<file path="config.mk">
export PLATFORM = sky130hd
export DESIGN_NAME = fetch_stage
export DESIGN_NICKNAME = d
export VERILOG_FILES = /design/src/rtl/fetch_stage.sv
export SDC_FILE = /design/constraint.sdc
export NUM_CORES = 1
export LEC_CHECK = 0
export CORE_UTILIZATION = 40
export CTS_CLUSTER_DIAMETER = 40
export DETAILED_ROUTE_END_ITERATION = 8
export PLACE_DENSITY_LB_ADDON = 0.25
export SYNTH_ARGS = -nofsm -noshare
export SYNTH_HDL_FRONTEND = slang
export SYNTH_SLANG_ARGS = --single-unit
</file>
<file path="constraint.sdc">
create_clock -name clk -period 1.6 [get_ports clk]
set_input_delay 0.32 -clock clk [delete_from_list [all_inputs] [get_ports clk]]
set_output_delay 0.32 -clock clk [all_outputs]
set_load 0.02 [all_outputs]
</file>
<file path="src/rtl/fetch_stage.sv">
// IF stage of the 5-stage RV32I pipeline: owns the PC, fetches from word-indexed
// instruction memory and fills the IF/ID register; parks in HALT past end of program.
module fetch_stage #(
  parameter logic [31:0] RESET_PC   = 32'h0000_0000,
  parameter int          IMEM_WORDS = 20,
  parameter logic [31:0] NOP_INSTR  = 32'h0000_0013
) (
  input  logic        clk,
  input  logic        rst_n,
  input  logic        stall,
  input  logic        redirect,
  input  logic [31:0] redirect_target,
  output logic [31:0] PC,
  input  logic [31:0] instruction,
  output logic [31:0] ifid_pc,
  output logic [31:0] ifid_pc_plus4,
  output logic [31:0] ifid_instr,
  output logic        ifid_valid,
  output logic        halted
);

  localparam logic [31:0] PC_LIMIT = 32'(IMEM_WORDS * 4);

  typedef enum logic {RUN, HALT} state_t;

  state_t      state_q, state_d;
  logic [31:0] pc_p0, pc_d;
  logic [31:0] ifid_pc_p1, ifid_pc_d;
  logic [31:0] ifid_pc4_p1, ifid_pc4_d;
  logic [31:0] ifid_instr_p1, ifid_instr_d;
  logic        vld_p1, vld_d;
  logic        in_range;
  logic        unused_target_lsbs;

  // Targets are word-aligned by construction; the byte offset is discarded.
  assign unused_target_lsbs = ^redirect_target[1:0];

  assign in_range = (pc_p0 < PC_LIMIT);

  always_comb begin
    state_d      = state_q;
    pc_d         = pc_p0;
    ifid_pc_d    = ifid_pc_p1;
    ifid_pc4_d   = ifid_pc4_p1;
    ifid_instr_d = ifid_instr_p1;
    vld_d        = vld_p1;
    if (redirect) begin
      pc_d         = {redirect_target[31:2], 2'b00};
      ifid_pc_d    = 32'h0;
      ifid_pc4_d   = 32'h0;
      ifid_instr_d = NOP_INSTR;
      vld_d        = 1'b0;
      state_d      = RUN;
    end else if (!stall) begin
      if (state_q == RUN && in_range) begin
        ifid_pc_d    = pc_p0;
        ifid_pc4_d   = pc_p0 + 32'd4;
        ifid_instr_d = instruction;
        vld_d        = 1'b1;
        pc_d         = pc_p0 + 32'd4;
      end else begin
        // Past the end of program (or already halted): PC parks, bubbles flow.
        ifid_pc_d    = 32'h0;
        ifid_pc4_d   = 32'h0;
        ifid_instr_d = NOP_INSTR;
        vld_d        = 1'b0;
        state_d      = HALT;
      end
    end
  end

  // Stage p0 -> p1: PC register and IF/ID register
  always_ff @(posedge clk) begin
    if (!rst_n) begin
      state_q       <= RUN;
      pc_p0         <= RESET_PC;
      ifid_pc_p1    <= 32'h0;
      ifid_pc4_p1   <= 32'h0;
      ifid_instr_p1 <= NOP_INSTR;
      vld_p1        <= 1'b0;
    end else begin
      state_q       <= state_d;
      pc_p0         <= pc_d;
      ifid_pc_p1    <= ifid_pc_d;
      ifid_pc4_p1   <= ifid_pc4_d;
      ifid_instr_p1 <= ifid_instr_d;
      vld_p1        <= vld_d;
    end
  end

  assign PC            = pc_p0;
  assign ifid_pc       = ifid_pc_p1;
  assign ifid_pc_plus4 = ifid_pc4_p1;
  assign ifid_instr    = ifid_instr_p1;
  assign ifid_valid    = vld_p1;
  assign halted        = (state_q == HALT);

endmodule

</file>
* Word level (Yosys, flattened, before mapping)
Cells that the tools add are included.
** Storage, ports and cells
- Flip-flop bits (word level) :: 130
- Bits in latches :: 0
- RAM bits :: 0
- Bits in read-only memories :: 0
- Bits of input ports :: 68
- Output and inout bits :: 130
- Logic and storage cells :: 27
- Memories :: 0
** Operators by class
- $add $sub $neg :: 1
- $mul :: 0
- Div/mod/pow operators :: 0
- $lt $le $gt $ge :: 1
- Equal/unequal tests :: 1
- Shift operators :: 0
- Muxes and demuxes :: 7
- Bitwise operators :: 4
- Reductions and logical operators :: 6
** Operator list (count)
- $mux W32 :: 6
- $add A32 B3 Y32 const B :: 1
- $lt A32 B7 Y1 const B :: 1
- $reduce_and A2 Y1 :: 3
- $not A1 Y1 :: 4
- $ne A2 B1 Y1 const B :: 1
- $reduce_bool A2 Y1 :: 1
- $reduce_or A2 Y1 :: 1
- $logic_and A1 B1 Y1 :: 1
- $mux W1 :: 1

* Logic depth before layout (Yosys ltp)
- Depth in word-level cells :: 5
- Mapped depth :: 8
- Depth with buffers taken out :: 5

* Worst setup path after synthesis
No wires, ideal clock.
- Kind :: reg2reg
- From :: reg pc_p0[4] (netlist: PC[4])
- To :: reg pc_p0[4] (netlist: PC[4])
- Library setup time :: 0.122 ns
- Arrival time :: 1.475 ns
- Data required time :: 1.478 ns
- Slack :: 0.003 ns
- Stages on the path, launching flop included :: 7
- Buffers on the path :: 2
- Period minus slack after synthesis :: 1.597 ns
- Cells stage by stage :: dfxtp_1 buf_4 o21ai_1 and4_1 buf_4 and3_1 a221o_1
** Between the ends
- Word-level cells in the longest chain between the ends :: 4
- Elaborated cells on any way between the ends :: 8
- Classes of those cells :: add/sub: 1; order compare: 1; mux: 3; reduce/logical: 3
** Ends and longest elaborated chain
- start, declared :: line 27 : logic [31:0] pc_p0, pc_d;
- start signal, assigned :: line 83 : pc_p0 <= pc_d;
- $add A32 B3 Y32 or $lt A32 B7 Y1 (tied branches) :: line 60, 38
- $mux W32 or $logic_and A1 B1 Y1 (tied branches) :: line 55 : if (state_q == RUN && in_range) begin
- $mux W32 or $reduce_bool A2 Y1 (tied branches)
- $mux W32 or $reduce_and A2 Y1 (tied branches)
Several ways; a longest one is shown, not always the timed one. The select of a mux whose other input is x is not followed.
A chain may end at the register's enable or synchronous reset.

* Worst setup path in the final report
- From :: reg pc_p0[4] (netlist: PC[4])
- To :: out PC[4]
** RTL lines
- end, declared :: line 13 : output logic [31:0] PC,
No word-level cell between the ends.

==> summary.txt <==
Status
  – Outcome: completed

Setup path
  – CP Capture Type: primary output
  – Crit-path cells: clkdlybuf4s15_1
  – Reg2Reg Setup Slack: 70 ps
  – R2R depth: 5
  – FF-to-FF Start: PC[28]
  – Slowest CP cell: dfxtp_1
  – Levels on crit path: 1
  – CP max FO: 3
  – Arrival time worst endpoint: 1220 ps
  – Critical Path RT: 1280 ps
  – Crit Path Class: flop to primary output
  – Startpoint Class: flop
  – FF-to-FF End: ifid_instr[22]
  – Largest delay share family, worst path: flip-flops
  – Worst Path Buf+Inv: 1
  – Crit path largest cell delay: 360 ps

Logic synthesis
  – Synth unique cells: 34
  – Post-synthesis sequential area ratio: 55.7%
  – Syn_area_per_cell: 9.71 um2
  – Largest family of logic cells by synthesized area: simple AND/OR/NAND/NOR gates
  – Post-synthesis adder-cell area fraction: 0.281%
  – Ranking of synthesized cells by area: dfxtp_1 56%, and3_1 7.7%, mux2i_1 5.6%
  – Mapped Cells: 459
  – Compound-Gate Fraction of Synth Area: 7.13%
  – Share of the synthesized area in the top cell type: 55.7%
  – Yosys warning count: 0
  – Register bit total from synthesis: 124
  – Synth Cell Area: 0.00446 mm2
  – Post-synthesis mux area share: 5.62%
  – Synth area leader: dfxtp_1
  – Post-synthesis simple-gate area fraction: 24.0%
  – Synth Area in XOR/XNOR: 0.590%

Power and ir drop
  – Sequential share of power: 42.9%
  – Peak supply drop: 0.000571 V
  – Lkg Pwr: 3.30 nW
  – Sw frac: 24.4%
  – Clock network fraction of total power: 47.4%
  – P_int: 5.62 mW
  – Combinational fraction of design power: 9.7%
  – Pwr/cell area: 1060 mW/mm2
  – Net Sw Power: 1.82 mW

Timing
  – F_max: 648 MHz
  – Fin Setup TNS: 0 ps
  – Max Slew Vio Count: 0
  – Hold Fails Final Rpt: 0
  – Final setup violation count: 0
  – RSZ-0062 raised after global routing: yes
  – Final period util: 96.5%
  – Clk_skew: 6.90 ps
  – Crit path time final: 1540 ps

CTS
  – Hold_buf cts: 0
  – Clk slew on worst S/H paths: 60 ps
  – H-tree level count: 4
  – Setup bufs post-CTS: 0
  – Inserted Clock Buffers: 17
  – CTS tree: done
  – Root Driver: clkbuf_8
  – Clk sinks: 124
  – CTS Buffer Depth: 2
  – Skew-Pair Late Insertion Delay: 510 ps

Final layout
  – Final-stage net count: 715
  – P&R area growth vs syn: 57.1%
  – Final non-filler cell area: 0.00700 mm2
  – Most common cell after layout, fill and taps aside: dfxtp_1
  – FILL cells: 913
  – Most frequent cells in the layout: 120 x dfxtp_1, 99 x dlygate4sd2_1, 63 x clkdlybuf4s50_1
  – Diodes inserted: 0
  – Share of layout cells above drive strength 1: 11.8%
  – Finished Core Util: 64.6%

Floorplanning
  – Core Area: 0.0108 mm2
  – DIE AREA: 0.0116 mm2
  – Die X: 108 um
  – Starting Density: 41.1%
  – # IOs: 198
  – Site Rows: 38
  – Chip Height: 108 um

Detailed routing
  – Iteration-0 DRC Markers: 264
  – DRC: 0
  – DR WL met3: 900 um
  – Met1 wire length: 4.91 mm
  – Drt wl/cell: 14.8 um
  – Detail Route Antenna Nets: 0
  – Vias: 4010
  – Metal2 WL: 5.82 mm
  – DR vias/cell: 5.02
  – Uppermost routed layer: met4
  – Router iterations before antenna repair: 4
  – WL final: 11.8 mm

GRT
  – First-pass GRT wire length: 18.7 mm
  – Pin count of the biggest net entering global routing: 95
  – Antenna violations before repair: 0
  – Total grt overflow: 0
  – Vias in the first global route: 3896
  – All-Layer GR Usage: 20.7%

Min path
  – Hold Crit Class: input port to flop
  – Hold_sp: redirect
  – Worst Hold Path EP: PC[6]
  – Worst Hold Depth: 3

Run
  – Max-cap violations: 0

Placement
  – DP HPWL: 8.10 mm
  – Port bufs: 189
  – Placed Area: 0.00649 mm2
  – Gpl congestion: 0.785
==> metal layers <==
| layer | track usage (%) | vias to the layer above |
|---|---|---|
| li1 | - | 1967 |
| met4 | 9.30 | 0 |
| met1 | 24.1 | 1856 |
| met5 | 0 | - |
| met3 | 6.48 | 20 |
| met2 | 34.7 | 167 |
==> final cells by class <==
cell class,count,area [um2],area share [%]
clock inverter,14,136,1.95
tap,140,175,2.50
multi-input combinational,287,1750,25.0
inverter,2,7.51,0.107
timing repair buffer,214,2010,28.8
clock buffer,18,428,6.11
sequential,124,2490,35.5
==> synthesized netlist by cell type <==
cell / instances
a211oi_1: 1
a311oi_1: 1
a221o_1: 1
conb_1: 1
mux2i_1: 25
o211ai_1: 1
nand2b_1: 2
o31ai_1: 2
and4_1: 2
o21ai_1: 1
inv_1: 2
a21oi_1: 40
nor2b_1: 26
buf_1: 1
nor3b_1: 1
xor2_1: 2
dfxtp_1: 124
ha_1: 1
xnor2_1: 1
nand3_1: 7
nor2_1: 11
a211o_1: 1
and3_1: 55
buf_4: 9
o21ai_0: 7
buf_2: 12
buf_6: 6
nor4_1: 6
nor3_1: 1
clkbuf_1: 23
a21boi_0: 1
nand4_1: 38
nand2_1: 45
a31oi_1: 2
==> worst max path at each step <==
stage	slack [ps]	to	startpoint
detailed placement	-90	ifid_instr[22]	PC[25]
CTS	0.05	PC[4]	PC[4]
global route	-30	ifid_instr[22]	PC[28]
finish	60	PC[4]	PC[4]
global placement	3	ifid_instr[0]	PC[25]
floorplan	3	PC[4]	PC[4]
==> per-stage QoR <==
step | power (mW) | cells | hold slack, ps | setup slack (ps)
6_report | 7.44 | 799 | 214 | 56.4
4_1_cts | 7.49 | 798 | 184 | 0.0506
3_5_place_dp | 3.96 | 766 | 451 | -92.3
3_3_place_gp | 3.95 | 766 | 449 | 3.25
2_1_floorplan | 3.62 | 464 | 478 | 3.10
5_1_grt | 7.73 | 799 | 217 | -28.5
==> state kept, by name (all words and copies together), names as in the netlist <==
name           count
ifid_valid         1
ifid_instr        32
halted             1
ifid_pc_plus4     30
ifid_pc           30
PC                30
==> cells by family (layout without fill, tap and decap cells) <==
kind of cell | count (synthesis) | in the layout
DFF | 124 | 124
xor gates and xnor gates | 3 | 3
other | 1 | 6
muxes | 25 | 25
buffers and inverters | 53 | 248
AOI/OAI and AO/OA | 58 | 58
adders and majority gates | 1 | 1
and+or+nand+nor | 194 | 194
==> power by group through the flow <==
stage | sequential [mW] | combinational (mW) | clock, mW
2_1_floorplan | 3.30 | 0.315 | 0
3_3_place_gp | 3.25 | 0.709 | 0
3_5_place_dp | 3.25 | 0.717 | 0
4_1_cts | 3.18 | 0.695 | 3.61
5_1_grt | 3.19 | 0.780 | 3.76
6_report | 3.19 | 0.724 | 3.52
==> timing repair <==
| action | in CTS | in global routing |
|---|---|---|
| cloned | 0 | 1 |
| resized for setup | 136 | 30 |
| pin swaps | 0 | 5 |
| hold endpoints to repair | 0 | 0 |
| setup endpoints to repair | 165 | 56 |
==> tightest hold or removal path, stage by stage <==
cell and delay, ps:
buf_2 180, nor2_1 110, a21oi_1 60
Note: power is estimated with default switching activity, not from simulation.
